**src/rtl/alu_pkg.sv**
```systemverilog
// Shared definitions for the ALU sharing controller: op codes, legality check, FSM states.
package alu_pkg;

  localparam logic [3:0] OP_AND = 4'd0;
  localparam logic [3:0] OP_OR  = 4'd1;
  localparam logic [3:0] OP_ADD = 4'd2;
  localparam logic [3:0] OP_SUB = 4'd6;
  localparam logic [3:0] OP_MIN = 4'd7;
  localparam logic [3:0] OP_NOR = 4'd12;

  typedef enum logic [1:0] {
    ST_IDLE    = 2'd0,
    ST_ISSUE   = 2'd1,
    ST_CAPTURE = 2'd2
  } state_t;

  function automatic logic is_legal_op(input logic [3:0] op);
    case (op)
      OP_AND, OP_OR, OP_ADD, OP_SUB, OP_MIN, OP_NOR: is_legal_op = 1'b1;
      default:                                      is_legal_op = 1'b0;
    endcase
  endfunction

endpackage

```
**src/rtl/rr_arb2.sv**
```systemverilog
// Two-way round-robin arbiter: one-hot grant from valids, last winner registered on advance.
module rr_arb2 #(
  parameter int unsigned RR_INIT = 0
) (
  input  logic       clk,
  input  logic       rst_n,
  input  logic [1:0] valid,
  input  logic       advance,
  output logic [1:0] grant
);

  logic last_grant;

  always_comb begin
    grant = 2'b00;
    case (valid)
      2'b01:   grant = 2'b01;
      2'b10:   grant = 2'b10;
      2'b11:   grant = last_grant ? 2'b01 : 2'b10;
      default: grant = 2'b00;
    endcase
  end

  always_ff @(posedge clk or negedge rst_n) begin
    if (!rst_n)
      last_grant <= (RR_INIT != 0);
    else if (advance)
      last_grant <= grant[1];
  end

endmodule

```
**src/rtl/alu_share_ctrl.sv**
```systemverilog
// Shares one registered-output ALU between two requesters; one op in flight, response 3 cycles after accept.
module alu_share_ctrl
  import alu_pkg::*;
#(
  parameter int unsigned WIDTH   = 32,
  parameter int unsigned OP_W    = 4,
  parameter int unsigned RR_INIT = 0
) (
  input  logic             clk,
  input  logic             rst_n,
  input  logic             req0_valid,
  output logic             req0_ready,
  input  logic [OP_W-1:0]  req0_op,
  input  logic [WIDTH-1:0] req0_a,
  input  logic [WIDTH-1:0] req0_b,
  input  logic             req1_valid,
  output logic             req1_ready,
  input  logic [OP_W-1:0]  req1_op,
  input  logic [WIDTH-1:0] req1_a,
  input  logic [WIDTH-1:0] req1_b,
  output logic             rsp0_valid,
  output logic [WIDTH-1:0] rsp0_data,
  output logic             rsp0_zero,
  output logic             rsp0_err,
  output logic             rsp1_valid,
  output logic [WIDTH-1:0] rsp1_data,
  output logic             rsp1_zero,
  output logic             rsp1_err,
  output logic [OP_W-1:0]  alu_control,
  output logic [WIDTH-1:0] alu_in1,
  output logic [WIDTH-1:0] alu_in2,
  input  logic [WIDTH-1:0] alu_out,
  input  logic             alu_zero,
  output logic             busy
);

  state_t     state, state_nxt;
  logic [1:0] grant;
  logic       accept;
  logic       gnt_r;
  logic       zero_r;
  logic       err_r;

  assign accept = (state == ST_IDLE) && (grant != 2'b00);

  rr_arb2 #(
    .RR_INIT (RR_INIT)
  ) u_arb (
    .clk     (clk),
    .rst_n   (rst_n),
    .valid   ({req1_valid, req0_valid}),
    .advance (accept),
    .grant   (grant)
  );

  always_ff @(posedge clk or negedge rst_n) begin
    if (!rst_n) state <= ST_IDLE;
    else        state <= state_nxt;
  end

  always_comb begin
    state_nxt = state;
    case (state)
      ST_IDLE:    if (accept) state_nxt = ST_ISSUE;
      ST_ISSUE:   state_nxt = ST_CAPTURE;
      ST_CAPTURE: state_nxt = ST_IDLE;
      default:    state_nxt = ST_IDLE;
    endcase
  end

  // ready is gated by rst_n so a held-valid requester sees no handshake while in reset
  always_comb begin
    busy       = (state != ST_IDLE);
    req0_ready = rst_n && (state == ST_IDLE) && grant[0];
    req1_ready = rst_n && (state == ST_IDLE) && grant[1];
  end

  always_ff @(posedge clk or negedge rst_n) begin
    if (!rst_n) begin
      alu_control <= '0;
      alu_in1     <= '0;
      alu_in2     <= '0;
      gnt_r       <= 1'b0;
      zero_r      <= 1'b0;
      err_r       <= 1'b0;
      rsp0_valid  <= 1'b0;
      rsp0_data   <= '0;
      rsp0_zero   <= 1'b0;
      rsp0_err    <= 1'b0;
      rsp1_valid  <= 1'b0;
      rsp1_data   <= '0;
      rsp1_zero   <= 1'b0;
      rsp1_err    <= 1'b0;
    end else begin
      rsp0_valid <= 1'b0;
      rsp1_valid <= 1'b0;
      case (state)
        ST_IDLE: begin
          if (accept) begin
            gnt_r       <= grant[1];
            alu_control <= grant[1] ? req1_op : req0_op;
            alu_in1     <= grant[1] ? req1_a  : req0_a;
            alu_in2     <= grant[1] ? req1_b  : req0_b;
          end
        end
        ST_ISSUE: begin
          zero_r <= alu_zero;
          err_r  <= !is_legal_op(alu_control);
        end
        ST_CAPTURE: begin
          if (gnt_r) begin
            rsp1_valid <= 1'b1;
            rsp1_data  <= alu_out;
            rsp1_zero  <= zero_r;
            rsp1_err   <= err_r;
          end else begin
            rsp0_valid <= 1'b1;
            rsp0_data  <= alu_out;
            rsp0_zero  <= zero_r;
            rsp0_err   <= err_r;
          end
        end
        default: ;
      endcase
    end
  end

endmodule

```
**config.mk**
```make
export PLATFORM = sky130hd
export DESIGN_NAME = alu_share_ctrl
export DESIGN_NICKNAME = d
export VERILOG_FILES = /design/src/rtl/alu_pkg.sv /design/src/rtl/rr_arb2.sv /design/src/rtl/alu_share_ctrl.sv
export SDC_FILE = /design/constraint.sdc
export NUM_CORES = 1
export LEC_CHECK = 0
export CORE_AREA = 5 5 121 146
export CTS_CLUSTER_SIZE = 30
export DETAILED_ROUTE_END_ITERATION = 8
export DIE_AREA = 0 0 126 151
export PLACE_DENSITY = 0.77
export SKIP_CTS_REPAIR_TIMING = 1
export SLEW_MARGIN = 15
export SYNTH_ARGS = -nofsm -noshare
export SYNTH_HDL_FRONTEND = slang
export SYNTH_SLANG_ARGS = --single-unit
```
**constraint.sdc**
```tcl
create_clock -name clk -period 2.3 [get_ports clk]
set_input_delay 0.46 -clock clk [delete_from_list [all_inputs] [get_ports clk]]
set_output_delay 0.46 -clock clk [all_outputs]
set_load 0.01 [all_outputs]
```
After elaboration in Yosys (flattened, before gate mapping)

Cells that the tools add are included.

Equal/unequal tests: 11
Mux-type cells: 13
Bitwise operators: 1
Reduce and logical (&&, ||, !) cells: 13

Operators by type and width:

| cell                                                                   | count |
|---|---|
| 32-bit two-way mux                                                     | 2 |
| 4-bit by 3-bit equality test with 1-bit output (second input constant) | 2 |
| 2-bit equality test (second input constant)                            | 3 |
| 1-bit two-way mux                                                      | 6 |
| 2-bit case mux with 3 select lines                                     | 1 |
| 2-bit AND reduction                                                    | 3 |
| 6-bit OR reduction                                                     | 1 |
| 2-bit by 1-bit equality test with 1-bit output (second input constant) | 2 |
| 4-bit by 1-bit equality test with 1-bit output (second input constant) | 1 |
| 4-bit by 2-bit equality test with 1-bit output (second input constant) | 1 |
| 4-bit equality test (second input constant)                            | 1 |
| 1-bit logical AND                                                      | 4 |
| 4-bit zero test                                                        | 1 |
| 2-bit two-way mux                                                      | 2 |
| 4-bit two-way mux                                                      | 1 |
| 2-bit case mux with 2 select lines                                     | 1 |
| 2-bit nonzero test                                                     | 2 |
| 2-bit zero test                                                        | 1 |
| 2-bit inequality test (second input constant)                          | 1 |
| 1-bit zero test                                                        | 1 |
| 1-bit NOT                                                              | 1 |

Register bits after elaboration: 144
Input bits: 173
Output and inout port bits: 141
Word-level logic and storage cells: 54

Depth between registers and ports, before layout

Gate-level depths: netlist (run 1).

Depth in word-level cells: 6
Depth in mapped cells: 6
Mapped depth without buffers: 4

Cells and area by module

A second synthesis (run 1) with hierarchy kept.

Cell total of the unflattened synthesis: 396
Area, all modules: 6,252.2 sq um

By module, submodules not included:

| module         | times used | cells an instance | area each (sq um) | sequential area each (sq um) |
|---|---|---|---|---|
| alu_share_ctrl | 1          | 391               | 6,189.7           | 3,578.4 |
| rr_arb2        | 1          | 5                 | 62.6              | 25.0 |

Least setup slack after synthesis (run 1)

OpenSTA, ideal clock, no wires.

Path kind: in2out
From: input req0_valid
To: output req1_ready
Data arrival time: 1.262 ns
Required time: 1.840 ns
Path slack: 0.578 ns
Stages: 5
Path buffers: 2
Path through: buf_2 > o21ai_2 > buf_2 > inv_1 > and3_1

Longest elaborated chain between the ends: 3
Elaborated cells between the ends (all ways): 5
Those cells by class: 3 x eq/ne; 1 x mux; 1 x reduce/logical

RTL lines:

| element                                                                               | line                 | source |
|---|---|---|
| start, declared                                                                       | alu_share_ctrl.sv:11 | `input logic req0_valid,` |
| 2-bit equality test or 2-bit by 1-bit equality test with 1-bit output (tied branches) | rr_arb2.sv:16        | `case (valid)` |
| 2-bit case mux with 3 select lines (*)                                                | rr_arb2.sv:16        |  |
| 1-bit logical AND (*)                                                                 | alu_share_ctrl.sv:75 | `req1_ready = rst_n && (state == ST_IDLE) && grant[1];` |
| end, declared                                                                         | alu_share_ctrl.sv:17 | `output logic req1_ready,` |

Every way passes the cells marked *; elsewhere a longest branch is shown, timed or not.

Worst setup path after layout (run 1)

From: register state[0]
To: output busy

Longest elaborated chain between the ends: 1

RTL lines:

| element                | line                 | source |
|---|---|---|
| start, declared        | alu_share_ctrl.sv:37 | `state_t state, state_nxt;` |
| start signal, assigned | alu_share_ctrl.sv:58 | `else state <= state_nxt;` |
| 2-bit nonzero test     | alu_share_ctrl.sv:73 | `busy = (state != ST_IDLE);` |
| end, declared          | alu_share_ctrl.sv:34 | `output logic busy` |

No other way between the ends.

==> summary.md, run 1 <==
| Metric | Value |
|---|---|
| Status | `completed` |
| Post-Syn Area | `6290 sq um` |
| EDFF count, synth | `0` |
| Max-slew violations | `0` |
| Number of distinct library cells after synthesis | `28` |
| Setup Skew | `0.0109 ns` |
| Critical-path cell list | `nor2_4 > buf_4 > inv_1 > clkdlybuf4s50_1` |
| Antenna cells | `0` |
| First-pass GRT wire length | `30.3 mm` |
| Final period utilization | `93.8%` |
| Slew @ Worst Pin | `0.807 ns` |
| Fill count | `1324` |
| Setup ws final | `0.142 ns` |
| Final setup vio count | `0` |
| Hold Path Class | `input pin to async pin` |
| Area grow syn2layout | `62.3%` |
| Crit path required time | `1.84 ns` |
| Register bit total from synthesis | `143` |
| FF-to-FF Start | `gnt_r` |
| Slew margin rel. | `46.2%` |
| DRT Pass-1 Iters | `5` |
| Drt first-iter violations | `285` |
| Port bufs | `313` |
| Setup repair after global routing missed its margin | `no` |
| Pre-CTS setup slack | `-0.0979 ns` |
| Largest net degree at the start of global routing | `124` |
| Worst-case clock buffer depth | `2` |
| Max Clock Freq | `0.463 GHz` |
| RePlAce Congestion | `0.797` |
| DIE AREA | `19000 sq um` |
| Overall Global Routing Usage | `20.0%` |
| Count leader, synth | `dfrtp_1` |
| Gate Count Post-Synth | `560` |
| CP endpoint kind | `output port` |
| Post-synth top cells | `143 x dfrtp_1, 70 x a21oi_1, 69 x nor2_1, 67 x mux2_2, 67 x o21ai_0` |
| CP peak stage delay | `0.58 ns` |
| Via/cell ratio | `5.19` |
| Net count, final | `1030` |
| Synth top area cells | `dfrtp_1 57%, mux2_2 12%, o31ai_1 6.9%` |
| WL/cell | `18.1 microns` |
| Crit path buf inv count | `3` |
| CTS tree | `yes` |
| HPWL Detailed | `13.6 mm` |
| GRT Residual Overflow | `0` |
| Clock slew at reported path FFs | `0.07 ns` |
| Area leader, netlist | `dfrtp_1` |
| Max-cap violations | `0` |
| Top FF cell, synth | `dfrtp_1` |
| Drt drc | `0` |
| Clk Tree Root Cell | `clkbuf_16` |
| Ys Warns | `0` |
| CTS Sinks | `143` |
| CP Launch Point | `state[0]` |
| Wirelength, routed | `19.6 mm` |
| Post-synthesis sequential area ratio | `56.9%` |
| Initial Util | `39.1%` |
| P per Cell Area | `1330 nW/um^2` |
| Async set or reset register ratio after synthesis | `100%` |
| Die Y-Extent | `151 microns` |
| H-tree levels | `4` |
| Leakage | `4.18 nW` |
| Core Footprint | `16100 sq um` |
| CTS Buf Count | `17` |
| Crit path launch type | `flip-flop` |
| Crit path depth | `4` |
| Share of Yosys cell area claimed by the top area cell type | `56.9%` |
| Later-pin clock latency in the skew report | `0.42 ns` |
| Syn avg cell area | `11.2 sq um` |
| Net count after synthesis | `733` |
| Final min period | `2.16 ns` |
| Hold Vio Cnt, Final | `0` |
| Die X | `126 microns` |
| Initial antenna violation count | `0` |
| Top delay family on crit path | `buffers and inverters` |
| Crit-path slowest cell | `clkdlybuf4s50_1` |
| Row count | `51` |
| Share of layout cells above drive strength 1 | `15.4%` |
| WS Path Type | `flip-flop to output port` |
| Final core utilization | `63.5%` |
| Max VDD drop | `0.662 mV` |
| Post-DRT Antenna Nets | `0` |
| Number of top-level pins | `314` |
| Via count | `5613` |
| Worst Reg-to-Reg Cells | `4` |
| Worst-path fanout max | `4` |
| Vias in the first global route | `5715` |
| Arr. time, crit path | `1.70 ns` |
logic make-up (layout without fill, tap and decap cells):
| group | count (synthesis) | after routing | share of synthesized area, % |
|---|---|---|---|
| AOI/OAI and AO/OA | 212 | 212 | 20.6 |
| xor gates and xnor gates | 1 | 1 | 0.139 |
| buffers and inverters | 55 | 365 | 4.77 |
| DFF | 143 | 143 | 56.9 |
| muxes | 68 | 68 | 12.2 |
| and+or+nand+nor | 81 | 81 | 5.51 |
layout by cell type, fill, tap and decap left out, drive strengths merged:
| cell type | synthesis | routed |
|---|---|---|
| clkinv | 0 | 3 |
| mux2 | 68 | 68 |
| and3 | 1 | 1 |
| clkdlybuf4s50 | 0 | 308 |
| a21oi | 70 | 70 |
| dlymetal6s2s | 0 | 3 |
| nor3b | 1 | 1 |
| inv | 4 | 10 |
| nor2b | 1 | 1 |
| o31ai | 68 | 68 |
| o22ai | 1 | 1 |
| bufinv | 0 | 1 |
| nand3b | 2 | 2 |
| clkinvlp | 0 | 4 |
| dfrtp | 143 | 143 |
| clkbuf | 23 | 18 |
| nand2b | 2 | 2 |
| nand2 | 3 | 3 |
| nor2 | 71 | 71 |
| o21ai | 71 | 71 |
| a31oi | 1 | 1 |
| xor2 | 1 | 1 |
| buf | 28 | 18 |
| a21boi | 1 | 1 |
routing by layer:
layer | routed length, microns | track usage, % | share of wire (%) | vias up
li1 | - | - | - | 2615
met1 | 7700 | 23.2 | 39 | 2729
met2 | 9600 | 33.9 | 49 | 233
met3 | 1730 | 7.41 | 8.8 | 36
met4 | 563 | 7.62 | 2.9 | 0
met5 | 0 | 0 | 0 | -
sequential cells by signal (all words and copies together), names as in the netlist, 2 cells and up:
| signal | flops |
|---|---|
| rsp1_data | 32 |
| alu_control | 4 |
| alu_in2 | 32 |
| alu_in1 | 32 |
| rsp0_data | 32 |
| state | 2 |
per-stage QoR:
step | cells | power [W] | hold WS [ns] | instance area, sq um | setup TNS (ns)
2_1_floorplan | 560 | 0.00744 | 0.164 | 6290 | 0
3_3_place_gp | 1048 | 0.0108 | 0.464 | 9610 | -0.100
3_5_place_dp | 1048 | 0.0110 | 0.466 | 9610 | -0.114
4_1_cts | 1080 | 0.0137 | 0.0193 | 10200 | -0.172
5_1_grt | 1082 | 0.0144 | 0.0333 | 10200 | 0
6_report | 1082 | 0.0136 | 0.0261 | 10200 | 0
worst register-to-register path, delay by kind of cell (launching register included):
kind                   cells  cell delay [ns]
flip-flops                 1             0.45
buffers and inverters      1             0.56
AND/OR/NAND/NOR            1             0.16
AO/OA/AOI/OAI              2             0.48
area by class of cell:
cell class | instances | area [sq um] | share of cell area (%)
clock buffer | 18 | 439 | 4.30
clock inverter | 14 | 149 | 1.46
sequential | 143 | 3580 | 35.0
inverter | 4 | 15.0 | 0.147
timing repair buffer | 329 | 3330 | 32.6
tap | 212 | 265 | 2.60
multi-input combinational | 362 | 2440 | 23.9
final timing paths:
check	slack, ns	to
worst max-delay path	0.14	busy
max in group asynchronous	1.66	rsp1_data[3]
min in group clk	0.41	gnt_r
worst min register to register	0.49	alu_in1[14]
worst min-delay path	0.03	alu_in1[24]
worst max register to register	0.54	alu_in2[8]
report_power, final:
| part | leakage, nW | total, W | internal, W | switching, W |
|---|---|---|---|---|
| Clock | 0.275 | 0.00271 | 0.00155 | 0.00116 |
| Sequential | 1.73 | 0.00444 | 0.00378 | 0.000661 |
| Combinational | 2.17 | 0.00641 | 0.00362 | 0.00279 |
| Total | 4.18 | 0.0136 | 0.00896 | 0.00461 |
Power figures use the tool's default switching activity.
==> run 2: changes to the inputs <==
- SLEW_MARGIN: 15 -> not set
- clock period: 2.3 -> 2.5 ns (I/O delays scaled with it)
==> run 2 against run 1 <==
  * Non-clock buffer count is 1 higher
  * Critical path depth stayed put
  * Die area stayed put
==> summary.md, run 2 (synthesis results as in run 1) <==
| Metric | Value |
|---|---|
| Switching part of the total power | `34.5%` |
| Port bufs | `313` |
| Crit path launch type | `flip-flop` |
| Setup repair after global routing missed its margin | `no` |
| Pre-CTS setup slack | `0.0142 ns` |
| Drt drc | `0` |
| Max-slew violations | `0` |
| Non-filler instance count after layout | `1083` |
| Area grow syn2layout | `61.1%` |
| Core Footprint | `16100 sq um` |
| Die X | `126 microns` |
| Final Power | `0.0123 W` |
| Placed Area | `9560 sq um` |
| Net count, final | `1031` |
| Logic pwr share | `47.6%` |
| Post-DRT Antenna Nets | `0` |
| Final min period | `2.27 ns` |
| FF-to-FF Start | `gnt_r` |
| HPWL Detailed | `13.7 mm` |
| WS Path Type | `flip-flop to output port` |
| Seq pwr share | `33.2%` |
| Final setup vio count | `0` |
| P per Cell Area | `1220 nW/um^2` |
| Setup Skew | `0.00639 ns` |
| Worst-case clock buffer depth | `2` |
| Initial Util | `39.1%` |
| Final period utilization | `91.0%` |
| Reg2reg end | `alu_in1[9]` |
| Via count | `5646` |
| First-pass GRT wire length | `31.4 mm` |
| Clock slew at reported path FFs | `0.07 ns` |
| Status | `completed` |
| Max-cap violations | `0` |
| P_int | `0.00808 W` |
| Crit path required time | `2.00 ns` |
| CTS Buf Count | `17` |
| Vias in the first global route | `5937` |
| Overall Global Routing Usage | `20.7%` |
| Hold Vio Cnt, Final | `0` |
| Clk Tree Root Cell | `clkbuf_16` |
| Largest net degree at the start of global routing | `69` |
| Post-Place Cells | `1049` |
| Post-route cell area | `10100 sq um` |
| CTS Sinks | `143` |
| Row count | `51` |
| Leading cell type in the layout, fill and taps excluded | `clkdlybuf4s50_1` |
| GRT Residual Overflow | `0` |
| Later-pin clock latency in the skew report | `0.41 ns` |
| Via/cell ratio | `5.21` |
| CTS tree | `yes` |
| Wirelength, routed | `20.0 mm` |
| DRT Pass-1 Iters | `4` |
| TNS Setup | `0 ns` |
| Drt first-iter violations | `316` |
| Arr. time, crit path | `1.77 ns` |
| CP endpoint kind | `output port` |
| Worst-path fanout max | `6` |
| Hold Path Class | `input pin to async pin` |
| Max VDD drop | `0.687 mV` |
| Slew @ Worst Pin | `0.830 ns` |
| Most frequent cells in the layout | `309 x clkdlybuf4s50_1, 142 x dfrtp_1, 70 x a21oi_1` |
| Leakage | `4.14 nW` |
| FF-to-FF setup slack | `0.75 ns` |
| Setup ws final | `0.226 ns` |
| Initial antenna violation count | `1` |
| Max Clock Freq | `0.440 GHz` |
| RePlAce Congestion | `0.808` |
| Antenna cells | `0` |
| Share of layout cells above drive strength 1 | `15.3%` |
| Sw power | `0.00425 W` |
| WL/cell | `18.5 microns` |
| Fill count | `1346` |
| DIE AREA | `19000 sq um` |
| Worst Reg-to-Reg Cells | `4` |
| H-tree levels | `4` |
| Number of top-level pins | `314` |
| Slew margin rel. | `44.7%` |
| Clock Power Share | `19.1%` |
| Die Y-Extent | `151 microns` |
run 2: worst max path at each step:
stage / from / to / slack (ns) / depth (start not counted)
after floorplan: req0_valid / req1_ready / 0.70 / 5
after global placement: req1_valid / req1_ready / 0.02 / 5
after detailed placement: req1_valid / req1_ready / 0.01 / 5
after CTS: req1_valid / req1_ready / 0.009 / 5
after global routing: state[1] / req0_ready / 0.1 / 4
final: gnt_r / req0_ready / 0.23 / 4
run 2: power groups by stage:
stage          sequential [W]  clock [W]  combinational [W]
6_report              0.00410    0.00236            0.00587
5_1_grt               0.00425    0.00254            0.00633
4_1_cts               0.00411    0.00244            0.00596
3_5_place_dp          0.00414          0            0.00594
3_3_place_gp          0.00408          0            0.00587
2_1_floorplan         0.00460          0            0.00225
run 2: final cells by class:
cell class,count,area (sq um),share of cell area (%)
inverter,4,15.0,0.148
timing repair buffer,330,3290,32.5
clock buffer,18,429,4.23
sequential,143,3580,35.3
clock inverter,14,120,1.19
multi-input combinational,362,2440,24.0
tap,212,265,2.62
run 2: through the flow:
step,hold WS (ns),utilization (%)
finish,0.125,63.0
detailed placement,0.329,59.5
CTS,-0.118,62.9
global placement,0.331,59.5
global route,0.144,63.0
floorplan,0.204,-
run 2: layer usage:
layer / GRT usage, % / vias up / routed length [microns]
met1: 24.0 / 2738 / 7850
met4: 6.92 / 2 / 497
met2: 35.6 / 259 / 9900
li1: - / 2612 / -
met5: 0 / - / 11
met3: 7.72 / 35 / 1750
run 2: critical path: stages (launching register included):
cell	delay (ns)
dfrtp_2	0.45
nand2b_2	0.15
nand2_1	0.06
nor2_1	0.11
clkdlybuf4s50_1	0.59
